[src/rtl/preg_pkg.sv]
// preg_pkg: shared constants, types and pointer helpers for the physical-register free list.
package preg_pkg;
  localparam int NUM_PREGS = 64;
  localparam int NUM_AREGS = 32;
  localparam int PREG_W = $clog2(NUM_PREGS);
  localparam int DEPTH = NUM_PREGS - NUM_AREGS;
  localparam int CNT_W = $clog2(DEPTH + 1);
  localparam int PTR_W = $clog2(DEPTH);
  typedef logic [PREG_W-1:0] preg_t;
  typedef logic [CNT_W-1:0] cnt_t;
  typedef logic [PTR_W-1:0] ptr_t;
  typedef enum logic {FL_INIT, FL_RUN} fl_state_t;
  function automatic logic [1:0] pop2(logic [1:0] v);
    return {1'b0, v[0]} + {1'b0, v[1]};
  endfunction
  function automatic ptr_t ptr_add(ptr_t p, logic [1:0] k);
    logic [PTR_W:0] s;
    s = {1'b0, p} + (PTR_W + 1)'(k);
    return (s >= (PTR_W + 1)'(DEPTH)) ? ptr_t'(s - (PTR_W + 1)'(DEPTH)) : ptr_t'(s);
  endfunction
endpackage

[src/rtl/preg_free_list_if.sv]
// preg_free_list_if: rename-side allocate and retire-side release bundle of the free list.
interface preg_free_list_if;
  import preg_pkg::*;
  logic ready;
  logic [1:0] alloc_req;
  logic alloc_gnt;
  preg_t alloc_preg0;
  preg_t alloc_preg1;
  logic [1:0] rel_vld;
  preg_t rel_preg0;
  preg_t rel_preg1;
  cnt_t free_cnt;
  logic err;
  modport master (
    output alloc_req, rel_vld, rel_preg0, rel_preg1,
    input ready, alloc_gnt, alloc_preg0, alloc_preg1, free_cnt, err
  );
  modport slave (
    input alloc_req, rel_vld, rel_preg0, rel_preg1,
    output ready, alloc_gnt, alloc_preg0, alloc_preg1, free_cnt, err
  );
endinterface

[src/rtl/preg_inuse_chk.sv]
// preg_inuse_chk: in-use bitmap that filters double frees and same-cycle duplicate releases.
module preg_inuse_chk
  import preg_pkg::*;
(
  input  logic clk,
  input  logic rst_n,
  input  logic load,
  input  logic [1:0] rel_vld,
  input  preg_t rel_preg0,
  input  preg_t rel_preg1,
  input  logic [1:0] rel_wr,
  input  logic [1:0] alloc_set,
  input  preg_t alloc_preg0,
  input  preg_t alloc_preg1,
  output logic [1:0] acc,
  output logic df_err
);
  localparam logic [NUM_PREGS-1:0] INIT_MAP = {{DEPTH{1'b0}}, {NUM_AREGS{1'b1}}};
  logic [NUM_PREGS-1:0] inuse, inuse_next;
  logic same;
  assign same = rel_vld == 2'b11 && rel_preg0 == rel_preg1;
  assign acc[0] = rel_vld[0] && inuse[rel_preg0];
  assign acc[1] = rel_vld[1] && inuse[rel_preg1] && !same;
  assign df_err = (rel_vld[0] && !inuse[rel_preg0]) || (rel_vld[1] && !inuse[rel_preg1]) || same;
  always_comb begin
    inuse_next = inuse;
    if (alloc_set[0]) inuse_next[alloc_preg0] = 1'b1;
    if (alloc_set[1]) inuse_next[alloc_preg1] = 1'b1;
    if (rel_wr[0]) inuse_next[rel_preg0] = 1'b0;
    if (rel_wr[1]) inuse_next[rel_preg1] = 1'b0;
  end
  always_ff @(posedge clk or negedge rst_n)
    if (!rst_n) inuse <= INIT_MAP;
    else inuse <= load ? INIT_MAP : inuse_next;
endmodule

[src/rtl/preg_free_list.sv]
// preg_free_list: circular free-preg FIFO, 2 allocs + 2 releases per cycle, self-filling after reset.
// PREG_FL_CHECK_EN adds in-use bitmap double-free detection.
module preg_free_list
  import preg_pkg::*;
(
  input  logic clk,
  input  logic rst_n,
  preg_free_list_if.slave bus
);
  fl_state_t state, state_next;
  ptr_t fill_idx, head, tail;
  cnt_t count, taken;
  preg_t mem [DEPTH];
  logic run, gnt, ovf, df_err, err_q;
  logic [1:0] n, acc, wr;
  logic [CNT_W:0] sum;
  assign run = state == FL_RUN;
  assign n = pop2(bus.alloc_req);
  assign gnt = run && n != 2'd0 && count >= cnt_t'(n);
  assign taken = gnt ? cnt_t'(n) : '0;
  assign sum = {1'b0, count} - {1'b0, taken} + (CNT_W + 1)'(pop2(acc));
  assign ovf = sum > (CNT_W + 1)'(DEPTH);
  // an overflowing cycle drops every release but still honours the allocation
  assign wr = (run && !ovf) ? acc : 2'b00;
  always_comb begin
    state_next = (state == FL_INIT && fill_idx == ptr_t'(DEPTH - 1)) ? FL_RUN : state;
  end
  always_ff @(posedge clk or negedge rst_n)
    if (!rst_n) begin
      state <= FL_INIT;
      fill_idx <= '0;
      head <= '0;
      tail <= '0;
      count <= '0;
      err_q <= 1'b0;
    end else begin
      state <= state_next;
      if (!run) begin
        fill_idx <= fill_idx + 1'b1;
        count <= (state_next == FL_RUN) ? cnt_t'(DEPTH) : '0;
      end else begin
        head <= ptr_add(head, gnt ? n : 2'd0);
        tail <= ptr_add(tail, pop2(wr));
        count <= ovf ? count - taken : cnt_t'(sum);
        err_q <= err_q | ovf | df_err;
      end
    end
  always_ff @(posedge clk) begin
    if (!run) mem[fill_idx] <= preg_t'(NUM_AREGS) + preg_t'(fill_idx);
    if (wr[0]) mem[tail] <= bus.rel_preg0;
    if (wr[1]) mem[wr[0] ? ptr_add(tail, 2'd1) : tail] <= bus.rel_preg1;
  end
  assign bus.ready = run;
  assign bus.alloc_gnt = gnt;
  assign bus.alloc_preg0 = gnt ? mem[head] : '0;
  assign bus.alloc_preg1 = gnt ? mem[bus.alloc_req[0] ? ptr_add(head, 2'd1) : head] : '0;
  assign bus.free_cnt = count;
  assign bus.err = err_q;
`ifdef PREG_FL_CHECK_EN
  preg_inuse_chk u_chk (
    .clk(clk),
    .rst_n(rst_n),
    .load(state == FL_INIT && fill_idx == '0),
    .rel_vld(bus.rel_vld),
    .rel_preg0(bus.rel_preg0),
    .rel_preg1(bus.rel_preg1),
    .rel_wr(wr),
    .alloc_set(gnt ? bus.alloc_req : 2'b00),
    .alloc_preg0(bus.alloc_preg0),
    .alloc_preg1(bus.alloc_preg1),
    .acc(acc),
    .df_err(df_err)
  );
`else
  assign acc = bus.rel_vld;
  assign df_err = 1'b0;
`endif
endmodule

[src/flat_wrapper.sv]
// flat-port wrapper written by rule: the top's interface ports become plain ports
module preg_free_list_flat import preg_pkg::*;
  (clk, rst_n, bus_alloc_req, bus_rel_vld, bus_rel_preg0, bus_rel_preg1, bus_ready, bus_alloc_gnt, bus_alloc_preg0, bus_alloc_preg1, bus_free_cnt, bus_err);
  preg_free_list_if bus_i ();
  input  logic clk;
  input  logic rst_n;
  input wire logic [$bits(bus_i.alloc_req)-1:0] bus_alloc_req;
  input wire logic [$bits(bus_i.rel_vld)-1:0] bus_rel_vld;
  input wire logic [$bits(bus_i.rel_preg0)-1:0] bus_rel_preg0;
  input wire logic [$bits(bus_i.rel_preg1)-1:0] bus_rel_preg1;
  output wire logic [$bits(bus_i.ready)-1:0] bus_ready;
  output wire logic [$bits(bus_i.alloc_gnt)-1:0] bus_alloc_gnt;
  output wire logic [$bits(bus_i.alloc_preg0)-1:0] bus_alloc_preg0;
  output wire logic [$bits(bus_i.alloc_preg1)-1:0] bus_alloc_preg1;
  output wire logic [$bits(bus_i.free_cnt)-1:0] bus_free_cnt;
  output wire logic [$bits(bus_i.err)-1:0] bus_err;
  assign bus_i.alloc_req = bus_alloc_req;
  assign bus_i.rel_vld = bus_rel_vld;
  assign bus_i.rel_preg0 = bus_rel_preg0;
  assign bus_i.rel_preg1 = bus_rel_preg1;
  assign bus_ready = bus_i.ready;
  assign bus_alloc_gnt = bus_i.alloc_gnt;
  assign bus_alloc_preg0 = bus_i.alloc_preg0;
  assign bus_alloc_preg1 = bus_i.alloc_preg1;
  assign bus_free_cnt = bus_i.free_cnt;
  assign bus_err = bus_i.err;
  preg_free_list u_core (.clk(clk), .rst_n(rst_n), .bus(bus_i));
endmodule
[config.mk]
export PLATFORM = sky130hd
export DESIGN_NAME = preg_free_list_flat
export DESIGN_NICKNAME = d
export VERILOG_FILES = /design/src/rtl/preg_pkg.sv /design/src/rtl/preg_free_list_if.sv /design/src/rtl/preg_inuse_chk.sv /design/src/rtl/preg_free_list.sv /design/src/flat_wrapper.sv
export SDC_FILE = /design/constraint.sdc
export NUM_CORES = 1
export LEC_CHECK = 0
export BUFFER_PORTS_ARGS = -buffer_cell sky130_fd_sc_hd__buf_2
export CORE_AREA = 10 10 166 168
export DETAILED_ROUTE_END_ITERATION = 16
export DIE_AREA = 0 0 176 178
export HOLD_SLACK_MARGIN = 0.03
export PLACE_DENSITY = 0.74
export SLEW_MARGIN = 20
export SYNTH_ARGS = -nofsm -noshare
export SYNTH_HDL_FRONTEND = slang
export SYNTH_SLANG_ARGS = --single-unit
[constraint.sdc]
create_clock -name clk -period 10.1 [get_ports clk]
set_input_delay 0.505 -clock clk [delete_from_list [all_inputs] [get_ports clk]]
set_output_delay 0.505 -clock clk [all_outputs]
set_load 0.03 [all_outputs]
==> results.cfg <==
[layout]
register_area_um2 = 6350
n_antenna_cell = 0
fin_nets = 1000
layout-drive-gt1-share_pct = 47.0
area_growth_syn_to_layout_pct = 7.65
fill_cells = 1838
design_area_um2 = 15400
final-instance-count-excl-fill = 1295
multiInputGateArea_um2 = 7470
fin_util_pct = 63.9

[floorplanning]
initial_core_util_pct = 59.4
coreArea_um2 = 24100
dieWidth_um = 176
core.rowCount = 57
fp.dieH_um = 178
ioPinCount = 39
dieArea_um2 = 31300

[worst_setup_path]
end_kind = register
required_ns = 10.26
r2r_setup_slack_ns = 2.53
cp_max_fo = 20
worstReg2RegStart = u_core.bus.free_cnt[0]
crit_arrival_ns = 7.84
reg2reg_depth = 23
r2r-end = u_core.mem[10][4]
critPathLaunchType = input pin
critical_path_class = in2reg

[global_routing]
grt.total_usage_pct = 25.0
grtUsageMet2_pct = 39.9
grt_busiest_layer = met2
met1_usage_pct = 33.8
antenna_found_initial = 0
grt_max_degree = 55
grt_util_met3_pct = 5.50
overflow = 0
grt_pass1_vias = 9334
grt_first_pass_wirelength_um = 59400

[timing]
rsz0062_at_grt = no
setup_viol = 0
finalCritPeriodShare_pct = 76.1
layout_setup_ws_ns = 2.42
fin_skew_ns = 0.0206
drv_slew = 0
timing.slew.headroom_pct = 21.5
period_minus_slack_ns = 7.68
hold_viol_final = 0
fin_tns_setup_ns = 0
maxClockFrequency_mhz = 130
tightest_slew_ns = 1.17

[drt]
drtAntennaViolNets = 0
detail_route.wl_per_cell_um = 30.2
wl_um = 39100
drt_iter0_drc = 1257
vias = 9306
drc = 0
viasPerCell = 7.19
drt_first_pass_iters = 5

[clock_tree]
clk_pin_slew_ns = 0.06
clk_latency_ns = 0.53
clk_path_buf_depth = 3
cts.sinks = 215
cts_made_buffers = 25
cts_max_level = 1
cts_tree = built
cts_setup_buffers = 0
root_buffer = clkbuf_16

[synth]
ys_seq_area_share_pct = 44.3
synthesis.nets = 1019
syn_area_um2 = 14300
synth_seq_cells = 215
netlist_instances = 973
yosysWarningCount = 0
synth_edf_count = 192
synth.distinct_cells = 61
synthArstFlopShare_pct = 10.7
synth_area_per_cell_um2 = 14.7
ys.flop_type = edfxtp_1

[outcome]
status = completed

[placement]
placed_area_um2 = 14600
place_ws_ns = 2.09
finalWeightedCongestion = 0.893
placed_cells = 1250
io_buffers = 38
hpwl_um = 26400

[worst_hold_path]
hp-start = u_core.bus.err
min_to = u_core.bus.err
hp-class = reg2reg
min_path_cells = 1

[pwr]
p_leak_nw = 5.37
ir_drop_mv = 0.284
p_per_area_nw_per_um2 = 340

[job]
maxCapViolations = 0
-- power breakdown --
group | internal [mW] | total, mW | switching, mW
Sequential | 1.18 | 1.31 | 0.128
Clock | 0.533 | 0.898 | 0.366
Combinational | 1.33 | 3.03 | 1.70
-- what timing repair did --
action,4_1_cts,5_1_grt
hold buffers,1,0
resized for setup,0,0
hold endpoints to repair,23,0
-- per-stage QoR --
| stage | power [mW] | hold WS, ns |
|---|---|---|
| after floorplan | 3.56 | 0.209 |
| after global placement | 4.28 | 0.454 |
| after detailed placement | 4.32 | 0.453 |
| after CTS | 5.23 | 0.470 |
| after global routing | 5.49 | 0.519 |
| final | 5.24 | 0.463 |
-- cells in the mapped netlist (all sizes together), types with 3 or more instances --
library cell,number,share of area (%)
a211oi,4,0.21
a21oi,8,0.28
a22o,8,0.49
a22oi,10,0.80
a32oi,3,0.18
and3,3,0.13
buf,48,1.9
clkbuf,50,1.3
dfrtp,23,4.0
edfxtp,192,40
fa,5,0.70
ha,23,2.0
inv,21,0.55
mux2,204,16
mux2i,18,1.3
mux4,120,19
nand2,24,0.63
nand2b,10,0.44
nand3,8,0.31
nand3b,4,0.21
nand4,6,0.26
nor2,32,0.84
nor2b,11,0.48
nor3,13,0.74
nor3b,8,0.42
nor4,8,0.67
o211a,4,0.28
o21a,8,0.42
o21ai,31,1.3
o21bai,17,0.89
or2,4,0.17
or3b,4,0.26
xnor2,16,0.98
xor2,6,0.37
-- worst max-delay path, cell delays in order --
cell and delay, ns:
buf_2 0.19, inv_1 0.07, ha_1 0.37, ha_1 0.29, nand2b_1 0.14, a21oi_1 0.15, o211a_1 0.18, nor2_1 0.05
nand2_1 0.43, inv_1 0.21, nand2_1 0.20, xor2_1 0.19, fa_1 0.21, inv_1 0.06, fa_1 0.45, xor2_1 0.21
nand3b_1 0.14, o31a_1 0.32, buf_4 0.23, nor3_4 0.80, ha_1 0.41, or2_2 0.34, nor4_1 0.89, a22o_1 0.47
o21bai_1 0.33
-- logic make-up after synthesis --
logic type / Yosys count / share of synthesized area (%)
mux: 342 / 36.2
flops: 215 / 44.3
buf+inv: 119 / 3.81
simple gates: 141 / 5.93
fa+ha+maj: 28 / 2.71
compound gates: 106 / 5.70
xor+xnor: 22 / 1.35
-- sequential cells by signal (all words and copies together), names as in the netlist --
register and flops:
u_core.mem 192, u_core.bus.ready 1, u_core.bus.err 1, u_core.head 5
u_core.tail 5, u_core.bus.free_cnt 6, u_core.fill_idx 5
-- cells in the final DEF (no fill, tap or decap), drive strengths merged, types with 10 or more instances in the layout --
cell | netlist | layout
nand2 | 24 | 24
o21bai | 17 | 17
nor3 | 13 | 13
clkbuf | 50 | 32
nor2 | 32 | 32
inv | 21 | 22
o21ai | 31 | 31
dfrtp | 23 | 23
nand2b | 10 | 10
mux2 | 204 | 204
nor2b | 11 | 11
ha | 23 | 23
buf | 48 | 51
mux2i | 18 | 18
xnor2 | 16 | 16
edfxtp | 192 | 192
a22oi | 10 | 10
mux4 | 120 | 120
-- metal layers --
metal | wire length (um) | part of all wire [%]
met4 | 1230 | 3.1
met2 | 18400 | 47
met1 | 15300 | 39
met3 | 4160 | 11
met5 | 0 | 0
-- how the worst max path moves through the flow --
stage,slack [ns],depth (start not counted),end,start
after CTS,2.62,25,u_core.mem[10][4],bus_alloc_req[0]
after detailed placement,2.09,25,u_core.mem[18][1],bus_alloc_req[0]
after global placement,2.21,25,u_core.mem[26][1],bus_alloc_req[0]
after global routing,2.04,25,u_core.mem[10][3],bus_alloc_req[0]
after floorplan,3.54,26,u_core.mem[18][0],bus_alloc_req[0]
final,2.42,25,u_core.mem[10][4],bus_alloc_req[0]
-- layout make-up --
class                   count  area share, %
inverters                  21          0.512
multi-input cells         639           48.5
repair buffers             52           1.93
clock buffers              32           4.49
flip-flops and latches    215           41.2
clock inverters            12          0.772
well taps                 324           2.63
Power figures use the tool's default switching activity.
